**src/rtl/wb_arbiter_if.sv**
```systemverilog
// wb_arbiter_if: bundle of the write-back arbiter's bus signals.
//  Pipeline result : pipeValid, pipeWe, pipeRd, pipeData
//  LLU issue       : issueValid, issueRd
//  LLU result      : lluValid, lluRd, lluData, lluReady (back-pressure)
//  Register file   : rd, rdData, we
//  Hazard/status   : pendingMask, stallReq
// The slave modport is the arbiter; the master modport is the surrounding core.
interface wb_arbiter_if;
    logic        pipeValid;
    logic        pipeWe;
    logic [4:0]  pipeRd;
    logic [31:0] pipeData;
    logic        issueValid;
    logic [4:0]  issueRd;
    logic        lluValid;
    logic [4:0]  lluRd;
    logic [31:0] lluData;
    logic        lluReady;
    logic [4:0]  rd;
    logic [31:0] rdData;
    logic        we;
    logic [31:0] pendingMask;
    logic        stallReq;

    modport slave (
        input  pipeValid, pipeWe, pipeRd, pipeData,
        input  issueValid, issueRd,
        input  lluValid, lluRd, lluData,
        output lluReady, rd, rdData, we, pendingMask, stallReq
    );

    modport master (
        output pipeValid, pipeWe, pipeRd, pipeData,
        output issueValid, issueRd,
        output lluValid, lluRd, lluData,
        input  lluReady, rd, rdData, we, pendingMask, stallReq
    );
endinterface

```
**src/rtl/wb_arbiter.sv**
```systemverilog
// wb_arbiter: write-back stage driving the register file's single write port.
//  The in-order pipeline result always wins the port; long-latency unit (LLU)
//  results wait in a small FIFO and are written in cycles the pipeline leaves
//  free. A scoreboard tracks registers with an LLU write outstanding, and a
//  starvation counter asks the pipeline for a bubble when the FIFO stays full.
// Ports:
//  clk  - clock, all state on posedge
//  rst  - asynchronous active-high reset
//  bus  - wb_arbiter_if.slave (pipeline/LLU inputs, register-file write port,
//         lluReady back-pressure, pendingMask scoreboard, stallReq)
module wb_arbiter #(
    parameter int LLU_DEPTH    = 2,
    parameter int STARVE_LIMIT = 4
) (
    input  logic         clk,
    input  logic         rst,
    wb_arbiter_if.slave  bus
);
    localparam int PTR_W = (LLU_DEPTH > 1) ? $clog2(LLU_DEPTH) : 1;
    localparam int CNT_W = PTR_W + 1;
    localparam int STV_W = $clog2(STARVE_LIMIT + 1);
    localparam logic [CNT_W-1:0] FULL_CNT   = CNT_W'(LLU_DEPTH);
    localparam logic [STV_W-1:0] STARVE_MAX = STV_W'(STARVE_LIMIT);

    logic [4:0]       fifo_rd_r   [LLU_DEPTH];
    logic [31:0]      fifo_data_r [LLU_DEPTH];
    logic [PTR_W-1:0] wr_ptr_r;
    logic [PTR_W-1:0] rd_ptr_r;
    logic [CNT_W-1:0] count_r;
    logic [CNT_W-1:0] count_nxt_s;
    logic [4:0]       rd_r;
    logic [31:0]      rd_data_r;
    logic             we_r;
    logic [31:0]      mask_r;
    logic [31:0]      mask_clr_s;
    logic [31:0]      mask_nxt_s;
    logic [STV_W-1:0] starve_r;
    logic [STV_W-1:0] starve_nxt_s;
    logic             full_s;
    logic             pw_s;
    logic             push_s;
    logic             pop_s;
    logic [4:0]       head_rd_s;
    logic [31:0]      head_data_s;

    // Fullness is taken from the start-of-cycle count, so a same-cycle pop
    // never opens a slot for a push in that cycle.
    assign full_s      = (count_r == FULL_CNT);
    assign pw_s        = bus.pipeValid & bus.pipeWe & (bus.pipeRd != 5'd0);
    // Results for x0 are handshaken but dropped, keeping rd=0 out of the FIFO.
    assign push_s      = bus.lluValid & ~full_s & (bus.lluRd != 5'd0);
    assign pop_s       = ~pw_s & (count_r != {CNT_W{1'b0}});
    assign head_rd_s   = fifo_rd_r[rd_ptr_r];
    assign head_data_s = fifo_data_r[rd_ptr_r];

    assign bus.lluReady    = ~full_s;
    assign bus.rd          = rd_r;
    assign bus.rdData      = rd_data_r;
    assign bus.we          = we_r;
    assign bus.pendingMask = mask_r;
    assign bus.stallReq    = (starve_r == STARVE_MAX);

    // Next FIFO occupancy from the push/pop pair.
    always_comb begin
        count_nxt_s = count_r;
        case ({push_s, pop_s})
            2'b10:   count_nxt_s = count_r + CNT_W'(1);
            2'b01:   count_nxt_s = count_r - CNT_W'(1);
            default: count_nxt_s = count_r;
        endcase
    end

    // Scoreboard update: clear on LLU pop first, then set on issue so set wins.
    always_comb begin
        mask_clr_s = mask_r;
        if (pop_s) begin
            mask_clr_s[head_rd_s] = 1'b0;
        end else begin
            mask_clr_s = mask_r;
        end
        mask_nxt_s = mask_clr_s;
        if (bus.issueValid && (bus.issueRd != 5'd0)) begin
            mask_nxt_s[bus.issueRd] = 1'b1;
        end else begin
            mask_nxt_s = mask_clr_s;
        end
    end

    // Starvation counter: counts consecutive full+pipeline-write cycles, saturating.
    always_comb begin
        starve_nxt_s = {STV_W{1'b0}};
        if (full_s && pw_s) begin
            if (starve_r == STARVE_MAX) begin
                starve_nxt_s = starve_r;
            end else begin
                starve_nxt_s = starve_r + STV_W'(1);
            end
        end else begin
            starve_nxt_s = {STV_W{1'b0}};
        end
    end

    // FIFO storage and pointers; pointers wrap naturally at the power-of-two depth.
    always_ff @(posedge clk or posedge rst) begin
        if (rst) begin
            for (int i = 0; i < LLU_DEPTH; i++) begin
                fifo_rd_r[i]   <= 5'd0;
                fifo_data_r[i] <= 32'd0;
            end
            wr_ptr_r <= {PTR_W{1'b0}};
            rd_ptr_r <= {PTR_W{1'b0}};
            count_r  <= {CNT_W{1'b0}};
        end else begin
            if (push_s) begin
                fifo_rd_r[wr_ptr_r]   <= bus.lluRd;
                fifo_data_r[wr_ptr_r] <= bus.lluData;
                wr_ptr_r              <= wr_ptr_r + PTR_W'(1);
            end else begin
                wr_ptr_r <= wr_ptr_r;
            end
            if (pop_s) begin
                rd_ptr_r <= rd_ptr_r + PTR_W'(1);
            end else begin
                rd_ptr_r <= rd_ptr_r;
            end
            count_r <= count_nxt_s;
        end
    end

    // Register-file write port: pipeline first, then FIFO head, else idle (hold rd/rdData).
    always_ff @(posedge clk or posedge rst) begin
        if (rst) begin
            we_r      <= 1'b0;
            rd_r      <= 5'd0;
            rd_data_r <= 32'd0;
        end else if (pw_s) begin
            we_r      <= 1'b1;
            rd_r      <= bus.pipeRd;
            rd_data_r <= bus.pipeData;
        end else if (pop_s) begin
            we_r      <= 1'b1;
            rd_r      <= head_rd_s;
            rd_data_r <= head_data_s;
        end else begin
            we_r <= 1'b0;
        end
    end

    // Scoreboard and starvation state registers.
    always_ff @(posedge clk or posedge rst) begin
        if (rst) begin
            mask_r   <= 32'd0;
            starve_r <= {STV_W{1'b0}};
        end else begin
            mask_r   <= mask_nxt_s;
            starve_r <= starve_nxt_s;
        end
    end
endmodule

```
**src/flat_wrapper.sv**
```systemverilog
// flat-port wrapper written by rule: the top's interface ports become plain ports
module wb_arbiter_flat 
#(
    parameter int LLU_DEPTH    = 2,
    parameter int STARVE_LIMIT = 4
)
  (clk, rst, bus_pipeValid, bus_pipeWe, bus_pipeRd, bus_pipeData, bus_issueValid, bus_issueRd, bus_lluValid, bus_lluRd, bus_lluData, bus_lluReady, bus_rd, bus_rdData, bus_we, bus_pendingMask, bus_stallReq);
  wb_arbiter_if bus_i ();
  input  logic clk;
  input  logic rst;
  input wire logic [$bits(bus_i.pipeValid)-1:0] bus_pipeValid;
  input wire logic [$bits(bus_i.pipeWe)-1:0] bus_pipeWe;
  input wire logic [$bits(bus_i.pipeRd)-1:0] bus_pipeRd;
  input wire logic [$bits(bus_i.pipeData)-1:0] bus_pipeData;
  input wire logic [$bits(bus_i.issueValid)-1:0] bus_issueValid;
  input wire logic [$bits(bus_i.issueRd)-1:0] bus_issueRd;
  input wire logic [$bits(bus_i.lluValid)-1:0] bus_lluValid;
  input wire logic [$bits(bus_i.lluRd)-1:0] bus_lluRd;
  input wire logic [$bits(bus_i.lluData)-1:0] bus_lluData;
  output wire logic [$bits(bus_i.lluReady)-1:0] bus_lluReady;
  output wire logic [$bits(bus_i.rd)-1:0] bus_rd;
  output wire logic [$bits(bus_i.rdData)-1:0] bus_rdData;
  output wire logic [$bits(bus_i.we)-1:0] bus_we;
  output wire logic [$bits(bus_i.pendingMask)-1:0] bus_pendingMask;
  output wire logic [$bits(bus_i.stallReq)-1:0] bus_stallReq;
  assign bus_i.pipeValid = bus_pipeValid;
  assign bus_i.pipeWe = bus_pipeWe;
  assign bus_i.pipeRd = bus_pipeRd;
  assign bus_i.pipeData = bus_pipeData;
  assign bus_i.issueValid = bus_issueValid;
  assign bus_i.issueRd = bus_issueRd;
  assign bus_i.lluValid = bus_lluValid;
  assign bus_i.lluRd = bus_lluRd;
  assign bus_i.lluData = bus_lluData;
  assign bus_lluReady = bus_i.lluReady;
  assign bus_rd = bus_i.rd;
  assign bus_rdData = bus_i.rdData;
  assign bus_we = bus_i.we;
  assign bus_pendingMask = bus_i.pendingMask;
  assign bus_stallReq = bus_i.stallReq;
  wb_arbiter #(.LLU_DEPTH(LLU_DEPTH), .STARVE_LIMIT(STARVE_LIMIT)) u_core (.clk(clk), .rst(rst), .bus(bus_i));
endmodule
```
**config.mk**
```make
export PLATFORM = sky130hd
export DESIGN_NAME = wb_arbiter_flat
export DESIGN_NICKNAME = d
export VERILOG_FILES = /design/src/rtl/wb_arbiter_if.sv /design/src/rtl/wb_arbiter.sv /design/src/flat_wrapper.sv
export SDC_FILE = /design/constraint.sdc
export NUM_CORES = 1
export LEC_CHECK = 0
export CORE_UTILIZATION = 35
export DETAILED_ROUTE_END_ITERATION = 8
export GPL_TIMING_DRIVEN = 0
export SLEW_MARGIN = 40
export SYNTH_ARGS = -nofsm -noshare
export SYNTH_HDL_FRONTEND = slang
export SYNTH_SLANG_ARGS = --single-unit
```
**constraint.sdc**
```tcl
create_clock -name clk -period 10.09 [get_ports clk]
set_input_delay 2.018 -clock clk [delete_from_list [all_inputs] [get_ports clk]]
set_output_delay 2.018 -clock clk [all_outputs]
set_load 0.01 [all_outputs]
```
==> metrics, run 1 <==
status completed; count of final setup violators 0; first-pass GRT wire length 29600 µm; hold_buf cts 0; worst endpoint data arrival time 4.53 ns; fin. max-slew vios 0; Via density 4.93; Largest stage delay, worst path 0.57 ns; CP Capture Type register; Top FF cell, synth dfrtp_1; vias post-DR 5251; final hold vios 0; Worst Path Max Fanout 10; met3 Usage GRT 0.0513; critical path endpoint u_core.bus.rd[0]; Seq cells post-synth 151; first drt pass iteration count 5; PwrDens 330 nW/µm²; Filler Cells Inserted 1751; largest net degree at the start of global routing 82; Area Overhead vs Synth 36.3%; top cell type's share of synthesized area 0.540; min-delay worst type register to register; GR peak layer met2; post-CTS resize count 0; initial antenna violation count 0; row cnt 51; CP max-delay cell clkdlybuf4s50_1; CTS Root Cell clkbuf_16; r2r startpoint u_core.count_r[0]; number of max-cap violations 0; internal power 0.00206 W; sw frac 0.346; Final Total Pwr 0.00315 W; Worst-Skew Late Latency 0.42 ns; Antenna Cells 0; family with the most delay on the worst path buffers and inverters; synthesized area per cell 11.4 µm²; die area 20500 µm²; Cell Chain, Critical Path clkdlybuf4s50_1 -> nor3_1 -> a21oi_2 -> clkbuf_1 -> clkbuf_1 -> o21ai_0; WP buf/inv 3; Clk pwr share 0.209; post-layout instance area 9530 µm²; clock sink total 151; RSZ-0062 raised after global routing false; relative slew slack 0.519; H-tree depth 4; sequential share of the synthesized area 0.540; DP Wirelength 13700 µm; cell count along the critical path 6; CP Launch Type input port; yosys synthesis warning count 0; starting DRC count in detailed routing 269; Max clock buf depth 2; Setup Buffers After CTS 0; synth unique cells 37; sequential power share 0.347; # DRC 0; Reg clk slew, reported paths 0.06 ns; RR Endpoint u_core.count_r[1]; vias in the first global route 5546; final worst path period need 4.26 ns; Starting Density 0.358; gr ovfl total 0; post-layout util 0.488; CORE AREA 19500 µm²; Max Freq 235 MHz; TritonCTS buffer count 17; P_leak 4.23 nW; routed wire length 19100 µm; period utilization 0.422; Worst EP required 10.36 ns; Post-Syn Nets 700; I/O pins 157; setup_tns 0 ns; TritonCTS clock tree yes; async set or reset register ratio after synthesis 1.00; met1 GRT Util 0.245; Slew @ Worst Pin 0.702 ns; Worst VDD drop 0.000133 V; Synth Cell Area 6990 µm²; Logic pwr share 0.444; main area contributors after synthesis dfrtp_1, mux2_4, nand2_1; PortBufs 156; nets 876; Die H 143 µm; ANT nets after route 0; Fin Clk Skew 0.0110 ns; Die Wd 143 µm; number of enable flip-flop cells after synthesis 0; Critical Path Most Common Cell clkbuf_1; Finished Layout Cells 1066; Worst Path Class, Setup input port to register; reg2reg setup slack 7.91 ns; GRT Overall Usage 0.192; worst setup path start bus_pipeRd[4]; Placed Cells 1034; Register-to-Register Path Depth 6; share of layout cells above drive strength 1 0.162; placed cell area 8920 µm²; drt wl/cell 18.0 µm; leading area contributor after synthesis dfrtp_1; P_sw 0.00109 W; gpl congestion 0.853; Mapped Cells 612; GR Util met2 0.310
[tightest hold or removal path, cell delays in order, from the launching register on]
cell and delay (ns):
dfrtp_1 0.35, nand2_1 0.05, nand2_1 0.06
[cell type report]
cell class	instances	area, µm²	share of cell area
plain buffers	38	262	0.0274
clock buffers	21	460	0.0483
clock inverters	11	149	0.0156
inverters	7	33.8	0.00354
multi-input cells	416	2930	0.307
flip-flops and latches	151	3780	0.396
well taps	265	332	0.0348
repair buffers	157	1590	0.167
[cell usage in the layout (no fill, tap or decap), drive strengths merged, types with 7 or more instances in the layout]
cell / Yosys / layout
inv: 7 / 7
o31ai: 31 / 31
o21ai: 44 / 44
clkdlybuf4s50: 0 / 156
mux2i: 37 / 37
nor2: 47 / 47
a21oi: 35 / 35
clkbuf: 19 / 40
clkinv: 0 / 8
mux2: 76 / 76
nand3: 7 / 7
buf: 19 / 20
dfrtp: 151 / 151
nand2: 105 / 105
[how the worst min path moves through the flow]
stage	from	to	slack, ns	depth (start not counted)
after floorplan	u_core.wr_ptr_r	u_core.wr_ptr_r	0.45	2
after global placement	u_core.wr_ptr_r	u_core.wr_ptr_r	0.46	2
after detailed placement	u_core.wr_ptr_r	u_core.wr_ptr_r	0.47	2
after CTS	u_core.wr_ptr_r	u_core.wr_ptr_r	0.49	2
after global routing	u_core.fifo_data_r[18]	u_core.fifo_data_r[18]	0.51	1
final	u_core.wr_ptr_r	u_core.wr_ptr_r	0.49	2
[synthesized netlist by cell type (2+ instances only)]
cell type,count
nor3_1,3
mux2i_1,36
buf_4,2
o31ai_1,31
mux2_2,27
xnor2_1,3
mux2_4,49
nand2_1,105
a21oi_1,35
buf_2,5
nor2b_1,2
xor2_1,2
or3_1,5
buf_1,5
dfrtp_1,151
nor2_1,47
o21ai_0,43
inv_1,7
nand2b_1,5
buf_12,6
ha_1,3
nand3_1,7
clkbuf_1,19
[power groups by stage]
stage | clock, W | combinational [W] | sequential [W]
after floorplan | 0 | 0.000815 | 0.00111
after global placement | 0 | 0.00137 | 0.00108
after detailed placement | 0 | 0.00140 | 0.00110
after CTS | 0.000667 | 0.00141 | 0.00109
after global routing | 0.000698 | 0.00152 | 0.00112
final | 0.000659 | 0.00140 | 0.00109
[layer usage]
metal / wire [µm] / share of wire
met1: 8450 / 0.44
met5: 0 / 0
met3: 1090 / 0.057
met2: 9170 / 0.48
met4: 434 / 0.023
[kinds of logic after synthesis]
group | count (synthesis) | synth area share
flops | 151 | 0.540
xor+xnor | 5 | 0.00626
fa+ha+maj | 3 | 0.00537
simple gates | 183 | 0.111
mux | 113 | 0.202
buf+inv | 45 | 0.0412
compound gates | 112 | 0.0941
[registers in the layout, indices dropped and copies added, names as in the netlist]
signal / flops
u_core.bus.rdData: 32
u_core.bus.we: 1
u_core.count_r: 2
u_core.bus.rd: 5
u_core.wr_ptr_r: 1
u_core.fifo_data_r: 64
u_core.bus.pendingMask: 32
u_core.fifo_rd_r: 10
u_core.starve_r: 3
u_core.rd_ptr_r: 1
[per-stage QoR]
step                worst slack (ns)  hold slack [ns]
detailed placement              5.42            0.467
global route                    5.67            0.513
CTS                             5.82            0.487
finish                          5.83            0.487
global placement                2.12            0.461
floorplan                       4.01            0.446
Note: power is estimated with default switching activity, not from simulation.
==> run 2: changes to the inputs <==
- clock period: 10.09 -> 3.8 ns (I/O delays scaled with it)
==> metrics, run 2 (same netlist as run 1, synthesis figures left out) <==
status completed; register with the most flip-flops u_core.fifo_data_r; routed wire length 19000 µm; Starting Density 0.358; post-layout util 0.493; Critical Path Most Common Cell clkbuf_1; number of max-cap violations 0; Hold Worst Slack 0.504 ns; starting DRC count in detailed routing 239; Register-to-Register Path Depth 6; relative slew slack 0.536; ANT nets after route 0; Max clock buf depth 2; DP Wirelength 14100 µm; CP max-delay cell clkbuf_1; Finished Layout Cells 1070; TritonCTS clock tree yes; final hold vios 0; PortBufs 156; CP Launch Type input port; Via density 4.93; Area Overhead vs Synth 37.7%; Max Freq 339 MHz; CTS Root Cell clkbuf_16; Worst-Skew Late Latency 0.42 ns; worst setup path start bus_pipeRd[4]; Die H 143 µm; Die Wd 143 µm; share of layout cells above drive strength 1 0.166; Cell Chain, Critical Path clkdlybuf4s50_1 -> nor3_1 -> a21oi_2 -> clkbuf_1 -> clkbuf_1 -> o21ai_0; P_leak 4.27 nW; Worst Path Class, Setup input port to register; I/O pins 157; vias in the first global route 5442; Worst Path Max Fanout 10; Filler Cells Inserted 1789; # DRC 0; Fin Clk Skew 0.00667 ns; CP Capture Type register; most frequent cells in the layout clkdlybuf4s50_1, dfrtp_1, nand2_1; Largest stage delay, worst path 0.57 ns; HP Start u_core.fifo_data_r[53]; post-CTS resize count 0; drt wl/cell 17.8 µm; count of final setup violators 0; first drt pass iteration count 4; worst endpoint data arrival time 3.21 ns; GRT Overall Usage 0.190; period utilization 0.777; max reg flops 64; Setup Buffers After CTS 0; setup_tns 0 ns; clock sink total 151; gr ovfl total 0; hold_buf cts 0; TritonCTS buffer count 17; min-delay worst type register to register; Final Total Pwr 0.00831 W; largest net degree at the start of global routing 25; row cnt 51; gpl congestion 0.829; H-tree depth 4; most common cell after layout, fill and taps aside clkdlybuf4s50_1; Reg clk slew, reported paths 0.06 ns; die area 20500 µm²; CORE AREA 19500 µm²; Slew @ Worst Pin 0.676 ns; nets 881; initial antenna violation count 0; Placed Cells 1039; Antenna Cells 0; Worst EP required 4.06 ns; first-pass GRT wire length 29400 µm; fin. max-slew vios 0; Worst VDD drop 0.000356 V; hold depth 1; r2r startpoint u_core.count_r[0]; PwrDens 863 nW/µm²; final worst path period need 2.95 ns; RSZ-0062 raised after global routing false; vias post-DR 5270
run 2: cell types whose count changed in the layout (fill, tap and decap cells not counted), sizes merged:
| cell | change |
|---|---|
| inv | -1 |
| clkinv | -2 |
| clkinvlp | +2 |
| buf | +5 |
run 2: worst max-delay path, delay by kind of cell:
kind,cells,cell delay (ns)
buf+inv,3,1.64
simple gates,1,0.09
compound gates,2,0.71
run 2: worst paths after layout:
check / to / slack [ns]
max: u_core.bus.rdData[0] / 0.85
min: u_core.fifo_data_r[53] / 0.50
max reg2reg: u_core.count_r[1] / 1.55
min reg2reg: u_core.fifo_data_r[53] / 0.50
max in group asynchronous: u_core.bus.rdData[27] / 2.17
min in group asynchronous: u_core.fifo_data_r[11] / 0.73
run 2: layer usage:
metal | part of all wire | wire, µm | track usage | vias to the layer above
li1 | - | - | - | 2468
met5 | 0 | 0 | 0 | -
met2 | 0.49 | 9270 | 0.308 | 147
met4 | 0.015 | 293 | 0.0594 | 0
met3 | 0.053 | 1010 | 0.0470 | 24
met1 | 0.44 | 8450 | 0.250 | 2631
run 2: where the power goes:
part / internal (W) / switching [W] / total (W)
Clock: 0.00106 / 0.000629 / 0.00169
Sequential: 0.00241 / 0.000487 / 0.00290
Combinational: 0.00200 / 0.00173 / 0.00373
run 2: stage by stage:
stage	worst slack, ns	area, µm²
after floorplan	1.14	7000
after global placement	-0.0742	8890
after detailed placement	0.397	9040
after CTS	0.832	9630
after global routing	0.689	9630
final	0.847	9630
run 2: final cells by class:
class | instances | area, µm² | share of cell area
Buffer | 38 | 262 | 0.0271
Tap cell | 265 | 332 | 0.0344
Clock inverter | 10 | 128 | 0.0133
Timing Repair Buffer | 162 | 1710 | 0.178
Multi-Input combinational cell | 416 | 2930 | 0.304
Sequential cell | 151 | 3780 | 0.392
Clock buffer | 21 | 460 | 0.0478
Inverter | 7 | 30.0 | 0.00312
